==> config.mk <==
export PLATFORM = sky130hd
export DESIGN_NAME = relax_osc_meas_ctrl
export DESIGN_NICKNAME = d
export VERILOG_FILES = /design/src/rtl/relax_osc_pkg.sv /design/src/rtl/osc_edge_sync.sv /design/src/rtl/relax_osc_meas_ctrl.sv
export SDC_FILE = /design/constraint.sdc
export NUM_CORES = 1
export LEC_CHECK = 0
export BUFFER_PORTS_ARGS = -buffer_cell sky130_fd_sc_hd__buf_2
export CAP_MARGIN = 0
export CORE_UTILIZATION = 31
export DETAILED_ROUTE_END_ITERATION = 6
export GPL_TIMING_DRIVEN = 0
export PLACE_DENSITY_LB_ADDON = 0.25
export RECOVER_POWER = 100
export SYNTH_ARGS = -nofsm -noshare
export SYNTH_HDL_FRONTEND = slang
export SYNTH_HIERARCHICAL = 1
export SYNTH_SLANG_ARGS = --single-unit
==> constraint.sdc <==
create_clock -name clk -period 4.18 [get_ports clk]
set_clock_uncertainty 0.15 [all_clocks]
set_input_delay 0.418 -clock clk [delete_from_list [all_inputs] [get_ports clk]]
set_output_delay 0.418 -clock clk [all_outputs]
set_load 0.05 [all_outputs]
==> src/rtl/relax_osc_pkg.sv <==
// rtl/relax_osc_pkg.sv - shared state encoding and default parameters for the oscillator meter
package relax_osc_pkg;

    typedef enum logic [1:0] {
        ST_IDLE    = 2'd0,
        ST_SETTLE  = 2'd1,
        ST_MEASURE = 2'd2,
        ST_DONE    = 2'd3
    } meas_state_t;

    localparam int DEF_GATE_W        = 16;
    localparam int DEF_CNT_W         = 16;
    localparam int DEF_SETTLE_CYCLES = 256;
    localparam int DEF_WDOG_CYCLES   = 1024;

endpackage

==> src/rtl/osc_edge_sync.sv <==
// rtl/osc_edge_sync.sv - two-flop synchronizer plus history flop producing a rising-edge pulse
module osc_edge_sync (
    input  logic clk,
    input  logic rst,
    input  logic osc_in,
    output logic edge_p
);

    logic [1:0] r_sync;
    logic       r_hist;

    always_ff @(posedge clk or posedge rst) begin
        if (rst) begin
            r_sync <= 2'b00;
            r_hist <= 1'b0;
        end else begin
            r_sync <= {r_sync[0], osc_in};
            r_hist <= r_sync[1];
        end
    end

    assign edge_p = r_sync[1] & ~r_hist;

endmodule

==> src/rtl/relax_osc_meas_ctrl.sv <==
// rtl/relax_osc_meas_ctrl.sv - oscillator power-up sequencer and gated edge counter
// Optional no-edge watchdog built when RELAX_OSC_WDOG_EN is defined.
module relax_osc_meas_ctrl
    import relax_osc_pkg::*;
#(
    parameter int GATE_W        = DEF_GATE_W,
    parameter int CNT_W         = DEF_CNT_W,
    parameter int SETTLE_CYCLES = DEF_SETTLE_CYCLES,
    parameter int WDOG_CYCLES   = DEF_WDOG_CYCLES
) (
    input  logic              clk,
    input  logic              rst,
    input  logic              start,
    input  logic [GATE_W-1:0] gate_cycles,
    input  logic              osc_in,
    output logic              osc_en,
    output logic              busy,
    output logic              done,
    output logic [CNT_W-1:0]  count,
    output logic              overflow,
    output logic              timeout
);

    localparam int SET_W = (SETTLE_CYCLES > 1) ? $clog2(SETTLE_CYCLES) : 1;
    localparam logic [SET_W-1:0] SETTLE_LOAD = SET_W'(SETTLE_CYCLES - 1);

    meas_state_t       r_state;
    meas_state_t       w_state_nxt;
    logic [SET_W-1:0]  r_settle_cnt;
    logic [GATE_W-1:0] r_gate;
    logic [GATE_W-1:0] r_gate_cnt;
    logic [CNT_W-1:0]  r_edge_cnt;
    logic              r_ovf_acc;
    logic [CNT_W-1:0]  r_count;
    logic              r_overflow;
    logic              w_edge_p;
    logic              w_gate_last;
    logic              w_hit;
    logic              w_cnt_sat;
    logic [CNT_W-1:0]  w_edge_cnt_nxt;
    logic              w_ovf_nxt;
    logic              w_wdog_trip;

    osc_edge_sync u_edge_sync (
        .clk    (clk),
        .rst    (rst),
        .osc_in (osc_in),
        .edge_p (w_edge_p)
    );

    assign w_gate_last    = (r_gate_cnt == '0);
    assign w_hit          = (r_state == ST_MEASURE) && w_edge_p;
    assign w_cnt_sat      = (r_edge_cnt == {CNT_W{1'b1}});
    assign w_edge_cnt_nxt = (w_hit && !w_cnt_sat) ? r_edge_cnt + 1'b1 : r_edge_cnt;
    assign w_ovf_nxt      = r_ovf_acc | (w_hit && w_cnt_sat);

    always_comb begin
        w_state_nxt = r_state;
        case (r_state)
            ST_IDLE:    if (start) w_state_nxt = ST_SETTLE;
            ST_SETTLE:  if (r_settle_cnt == '0) w_state_nxt = ST_MEASURE;
            ST_MEASURE: if (w_gate_last || w_wdog_trip) w_state_nxt = ST_DONE;
            ST_DONE:    w_state_nxt = ST_IDLE;
            default:    w_state_nxt = ST_IDLE;
        endcase
    end

    // Gate counter is loaded with G-1 so a captured 0 wraps to the full 2^GATE_W window.
    always_ff @(posedge clk or posedge rst) begin
        if (rst) begin
            r_state      <= ST_IDLE;
            r_settle_cnt <= '0;
            r_gate       <= '0;
            r_gate_cnt   <= '0;
            r_edge_cnt   <= '0;
            r_ovf_acc    <= 1'b0;
            r_count      <= '0;
            r_overflow   <= 1'b0;
        end else begin
            r_state <= w_state_nxt;
            case (r_state)
                ST_IDLE: begin
                    if (start) begin
                        r_settle_cnt <= SETTLE_LOAD;
                        r_gate       <= gate_cycles;
                    end
                end
                ST_SETTLE: begin
                    if (r_settle_cnt != '0) begin
                        r_settle_cnt <= r_settle_cnt - 1'b1;
                    end else begin
                        r_gate_cnt <= r_gate - 1'b1;
                        r_edge_cnt <= '0;
                        r_ovf_acc  <= 1'b0;
                    end
                end
                ST_MEASURE: begin
                    r_gate_cnt <= r_gate_cnt - 1'b1;
                    r_edge_cnt <= w_edge_cnt_nxt;
                    r_ovf_acc  <= w_ovf_nxt;
                    if (w_state_nxt == ST_DONE) begin
                        r_count    <= w_edge_cnt_nxt;
                        r_overflow <= w_ovf_nxt;
                    end
                end
                default: ;
            endcase
        end
    end

`ifdef RELAX_OSC_WDOG_EN
    localparam int WDOG_W = $clog2(WDOG_CYCLES + 1);

    logic [WDOG_W-1:0] r_wdog;
    logic [WDOG_W-1:0] w_wdog_nxt;
    logic              r_timeout;

    assign w_wdog_nxt  = w_edge_p ? '0 : r_wdog + 1'b1;
    // A normal gate expiry in the same cycle wins, so a completed window is never flagged.
    assign w_wdog_trip = (r_state == ST_MEASURE) && !w_gate_last &&
                         (w_wdog_nxt == WDOG_W'(WDOG_CYCLES));

    always_ff @(posedge clk or posedge rst) begin
        if (rst) begin
            r_wdog    <= '0;
            r_timeout <= 1'b0;
        end else begin
            if (r_state == ST_SETTLE) begin
                r_wdog <= '0;
            end else if (r_state == ST_MEASURE) begin
                r_wdog <= w_wdog_nxt;
                if (w_state_nxt == ST_DONE) r_timeout <= w_wdog_trip;
            end
        end
    end

    assign timeout = r_timeout;
`else
    assign w_wdog_trip = 1'b0;
    assign timeout     = 1'b0;
`endif

    assign osc_en   = (r_state == ST_SETTLE) || (r_state == ST_MEASURE);
    assign busy     = (r_state != ST_IDLE);
    assign done     = (r_state == ST_DONE);
    assign count    = r_count;
    assign overflow = r_overflow;

endmodule

After elaboration in Yosys (flattened, before gate mapping) --
Index checks and enable logic that the tools add are counted.
Cells by class: $add $sub $neg 4, equal/unequal tests 8, multiplexer cells 14, bitwise logic cells 3, reductions and logical operators 16
Operators by type and width (number):
- $pmux 16 s2 | 2
- $mux 16 | 3
- $sub 16x1->16 const B | 2
- $add 16x1->16 const B | 1
- $eq 16x16->1 const B | 1
- $logic_not 16->1 | 1
- $mux 8 | 2
- $pmux 8 s2 | 1
- $logic_not 8->1 | 1
- $pmux 2 s4 | 1
- $reduce_bool 8->1 | 1
- $sub 8x1->8 const B | 1
- $eq 2x2->1 const B | 3
- $mux 2 | 3
- $ne 2x2->1 const B | 3
- $reduce_and 2->1 | 3
- $reduce_bool 2->1 | 3
- $logic_and 1x1->1 | 3
- $reduce_and 3->1 | 1
- $eq 2x1->1 const B | 1
- $logic_not 2->1 | 1
- $pmux 1 s2 | 1
- $and 1x1->1 | 1
- $logic_not 1->1 | 1
- 4 further kinds | 4
Word-level totals: register bits 79, bits of input ports 20, output and inout bits 21

Logic depth before layout (Yosys ltp) --
word-level depth 6, depth in mapped cells 11, gate-level depth less buffers 7

Cells and area by module --
Netlist, hierarchy kept.
Modules (own cells, without submodules):
- relax_osc_meas_ctrl | instances 1, cells each 497, area an instance 4613.2 um2, seq. area each 1901.8 um2
- osc_edge_sync | instances 1, cells each 5, area an instance 92.6 um2, seq. area each 75.1 um2

Worst setup path before layout --
Ideal clock, no wire load.
path type register to register, from register r_state[0], to register r_gate_cnt[14], library setup time 0.123 ns, data arrival time 2.170 ns, setup slack 1.738 ns, stages on the path, launching flop included 9, buffers on the path 1, clock period less this slack 2.442 ns, path through dfrtp_1 inv_1 ha_1 buf_6 mux2i_1 o211ai_2 a2111oi_4 a31oi_1 o221a_2
Between the ends: word-level cells in the longest chain between the ends 3
Ends and longest elaborated chain:
- from (decl) | RTL line relax_osc_meas_ctrl.sv:27 | meas_state_t r_state;
- from (signal assigned) | RTL line relax_osc_meas_ctrl.sv:80 | r_state <= w_state_nxt;
- $eq 2x1->1 / $eq 2x2->1 (equally long branches) | RTL line relax_osc_meas_ctrl.sv:81 | case (r_state)
- $ne 2x2->1 (no line) / $reduce_bool 2->1 (equally long branches)
- $reduce_and 2->1 (no line)
- to (signal assigned) | RTL line relax_osc_meas_ctrl.sv:92 | r_gate_cnt <= r_gate - 1'b1;
- to (signal assigned) | RTL line relax_osc_meas_ctrl.sv:98 | r_gate_cnt <= r_gate_cnt - 1'b1;
- to (decl) | RTL line relax_osc_meas_ctrl.sv:31 | logic [GATE_W-1:0] r_gate_cnt;
Parallel ways exist; a longest one is shown, timed or not. A chain may end at the register's enable or synchronous reset.

Worst setup path after layout --
from register r_state[0], to register r_edge_cnt[12]
Between the ends: word-level cells in the longest chain between the ends 5
Ends and longest elaborated chain:
- $eq 2x2->1 | RTL line relax_osc_meas_ctrl.sv:52, relax_osc_meas_ctrl.sv:81
- $logic_and 1x1->1 | RTL line relax_osc_meas_ctrl.sv:52 | assign w_hit = (r_state == ST_MEASURE) && w_edge_p;
- $logic_and 1x1->1 | RTL line relax_osc_meas_ctrl.sv:54 | assign w_edge_cnt_nxt = (w_hit && !w_cnt_sat) ? r_edge_cnt + 1'b1 : r_edge_cnt;
- $mux 16 | RTL line relax_osc_meas_ctrl.sv:54
- $pmux 16 s2 | RTL line relax_osc_meas_ctrl.sv:81
- to (signal assigned) | RTL line relax_osc_meas_ctrl.sv:99 | r_edge_cnt <= w_edge_cnt_nxt;
- to (decl) | RTL line relax_osc_meas_ctrl.sv:32 | logic [CNT_W-1:0] r_edge_cnt;
Parallel ways exist; a longest one is shown, timed or not.

==> summary.txt <==
Synth
  – Synth Area per Inst: 9.37 µm²
  – Count leader, synth: dfrtp_1
  – Net Count, Synth: 528
  – Sequential area share after synthesis: 42.0%
  – Async S/R FF share, synth: 100%
  – Post-synth top flop: dfrtp_1
  – Cell Area, Synth: 0.00471 mm²
  – Post-synth top area share: 42.0%
  – Mapped Cells: 502
  – Leading area contributor after synthesis: dfrtp_1
  – Top post-synthesis cells by area: dfrtp_1 (42%), a21oi_1 (5.0%), o21ai_0 (4.3%)
  – Post-synth EDFFs: 0
  – Yosys cell types: 73
  – Top post-synthesis cells by count: dfrtp_1 (79), a21oi_1 (47), nor2_1 (47)
  – YS warnings: 6
  – Flops & latches, synth: 79

STA
  – Sum Neg Setup Slack: 0 ns
  – FMAX: 291 MHz
  – Final Hold Violating Endpoints: 0
  – Slew at the pin closest to its max-slew limit: 1.43 ns
  – Final number of setup-violating endpoints: 0
  – Crit path time final: 3.43 ns
  – Setup repair after global routing missed its margin: no
  – Relative max-transition margin: 4.17%
  – Fin. max-slew vios: 0
  – Fin crit share: 82.1%

Place
  – Placed cells: 726
  – Dpl hpwl: 8500 µm
  – Final GP Congestion: 0.848
  – Number of port buffers: 39

Critical path
  – Critical Path End Type: flip-flop
  – Worst EP arrival: 3.53 ns
  – Kind of critical path: reg2reg
  – Worst-path fanout max: 10
  – Reg2reg end: r_edge_cnt[12]
  – Reg2reg path depth: 11
  – R2R Path Start: r_state[0]
  – R2R setup slack: 0.75 ns
  – Startpoint types: flip-flop
  – Critical Path RT: 4.28 ns

Hold path
  – Worst hold-check path type: in2reg
  – Hold-critical path endpoint: u_edge_sync/r_sync[0]
  – Critical hold path startpoint: osc_in
  – Min-Delay Path Depth: 1

Job
  – Max-Cap Viols: 0

Clocking
  – H-Tree Depth: 3
  – Root Buffer: clkbuf_16
  – CTS tree: done
  – Postcts setup bufs: 0
  – Num CTS Buffers: 9
  – Clock Sinks: 79
  – CTS clk-pin slew, worst paths: 0.06 ns
  – Worst-Skew Late Latency: 0.34 ns
  – Longest Clk Path Bufs: 2

Global route
  – Vias in the first global route: 3954
  – Largest net degree at the start of global routing: 46
  – First-pass GRT wire length: 19800 µm
  – GR Util All Layers: 16.0%
  – GRT Residual Overflow: 0
  – Initial antenna violation count: 0

Routing
  – DR pass1 iterations: 7
  – Wire per inst: 16.0 µm
  – Total Routed Length: 11900 µm
  – Antenna-violating nets left: 0
  – Initial DRC Count: 237
  – Vias: 4041
  – Vias per Instance: 5.45
  – # DRC: 0

Power and ir drop
  – Peak supply drop: 0.312 mV
  – Pwr dens: 446 mW/mm²
  – LEAKAGE: 2.11 nW

Finish
  – N_diodes: 0
  – Register Area: 0.00198 mm²
  – Area of the multi-input gates: 0.00250 mm²
  – # fillers: 1534
  – Nets: 580
  – P&R area growth vs syn: 14.3%
  – Non-Filler Instances: 742
  – Share of cells above drive strength 1: 15.2%

Floorplanning
  – Initial core utilization: 32.0%
  – Die Y: 125 µm
  – Number of cell rows: 44
  – Die X: 125 µm
  – Die area: 0.0157 mm²
  – I/O Pins: 41
  – Core area: 0.0147 mm²

Status
  – Outcome: finished clean
cells in the final DEF (no fill, tap or decap), types with 12 or more instances in the layout:
cell type	n
a21oi_1	47
buf_2	23
clkbuf_1	41
dfrtp_1	79
inv_1	20
mux2_2	17
mux2i_1	12
nand2_1	25
nand3_1	21
nor2_1	47
o21ai_0	42
worst max-delay path by stage:
stage	startpoint	to	slack [ns]	cells past startpoint
after global placement	rst	r_settle_cnt[4]	0.56	2
after detailed placement	r_state[0]	r_gate_cnt[11]	1.18	10
after floorplan	rst	count[0]	1.67	1
after CTS	r_state[0]	r_gate_cnt[11]	1.17	10
final	r_state[0]	r_edge_cnt[12]	0.75	11
after global routing	r_state[0]	r_edge_cnt[12]	0.57	11
stage by stage:
step	worst slack (ns)	util [%]	cell area [µm²]	total power [mW]	hold slack [ns]
global placement	0.558	34.9	5130	1.66	0.145
floorplan	1.67	-	4710	1.52	0.0216
CTS	1.17	37.1	5450	2.43	0.0225
finish	0.749	36.6	5380	2.40	0.0325
global route	0.572	36.6	5380	2.56	0.0179
detailed placement	1.18	35.1	5160	1.68	0.173
logic make-up (layout without fill, tap and decap cells):
kind of cell	after synthesis	after routing	share of synthesized area, %
flip-flops	79	79	42.0
buffers and inverters	50	106	4.95
AO/OA/AOI/OAI	149	149	21.2
adder cells (fa/ha/maj)	6	6	1.60
other	1	1	0.0797
AND/OR/NAND/NOR	167	167	19.7
XOR/XNOR	21	21	3.91
multiplexers	29	29	6.62
where the power goes:
group / switching, mW / total, mW / leakage, nW / internal (mW)
combinational: 0.362 / 0.644 / 1.03 / 0.282
sequential: 0.142 / 1.01 / 0.940 / 0.873
clock: 0.309 / 0.739 / 0.138 / 0.430
total: 0.813 / 2.40 / 2.11 / 1.58
worst max-delay path, cell delays in order, from the launching register on:
cell and delay (ns):
dfrtp_1 0.44, inv_1 0.13, ha_1 0.19, buf_6 0.15
clkbuf_1 0.46, inv_1 0.35, o41a_1 0.53, clkbuf_1 0.25
clkbuf_1 0.30, a31oi_1 0.20, o21ai_0 0.09, o31ai_1 0.09
cell type report:
cell class | count | area share [%]
Buffer | 29 | 2.54
Clock buffer | 12 | 4.77
Clock inverter | 3 | 0.349
Inverter | 21 | 1.49
Multi-Input combinational cell | 373 | 46.4
Sequential cell | 79 | 36.8
Tap cell | 184 | 4.28
Timing Repair Buffer | 41 | 3.42
repair_timing:
action	in CTS	in global routing
hold buffers	1	0
gates resized for setup	0	0
endpoints found under the hold margin	34	0
metal layers:
layer | share of wire [%] | vias to the layer above | track usage [%]
li1 | - | 1943 | -
met1 | 46 | 1965 | 19.8
met2 | 47 | 114 | 26.9
met3 | 5.1 | 19 | 4.79
met4 | 1.6 | 0 | 4.66
met5 | 0 | - | 0
sequential cells by signal, summed over array words and instances (netlist names):
| signal | flops |
|---|---|
| u_edge_sync/r_hist | 1 |
| r_state | 2 |
| r_settle_cnt | 8 |
| overflow | 1 |
| r_gate | 16 |
| r_gate_cnt | 16 |
| r_edge_cnt | 16 |
| count | 16 |
| r_ovf_acc | 1 |
| u_edge_sync/r_sync | 2 |
(Power assumes the default switching activity.)
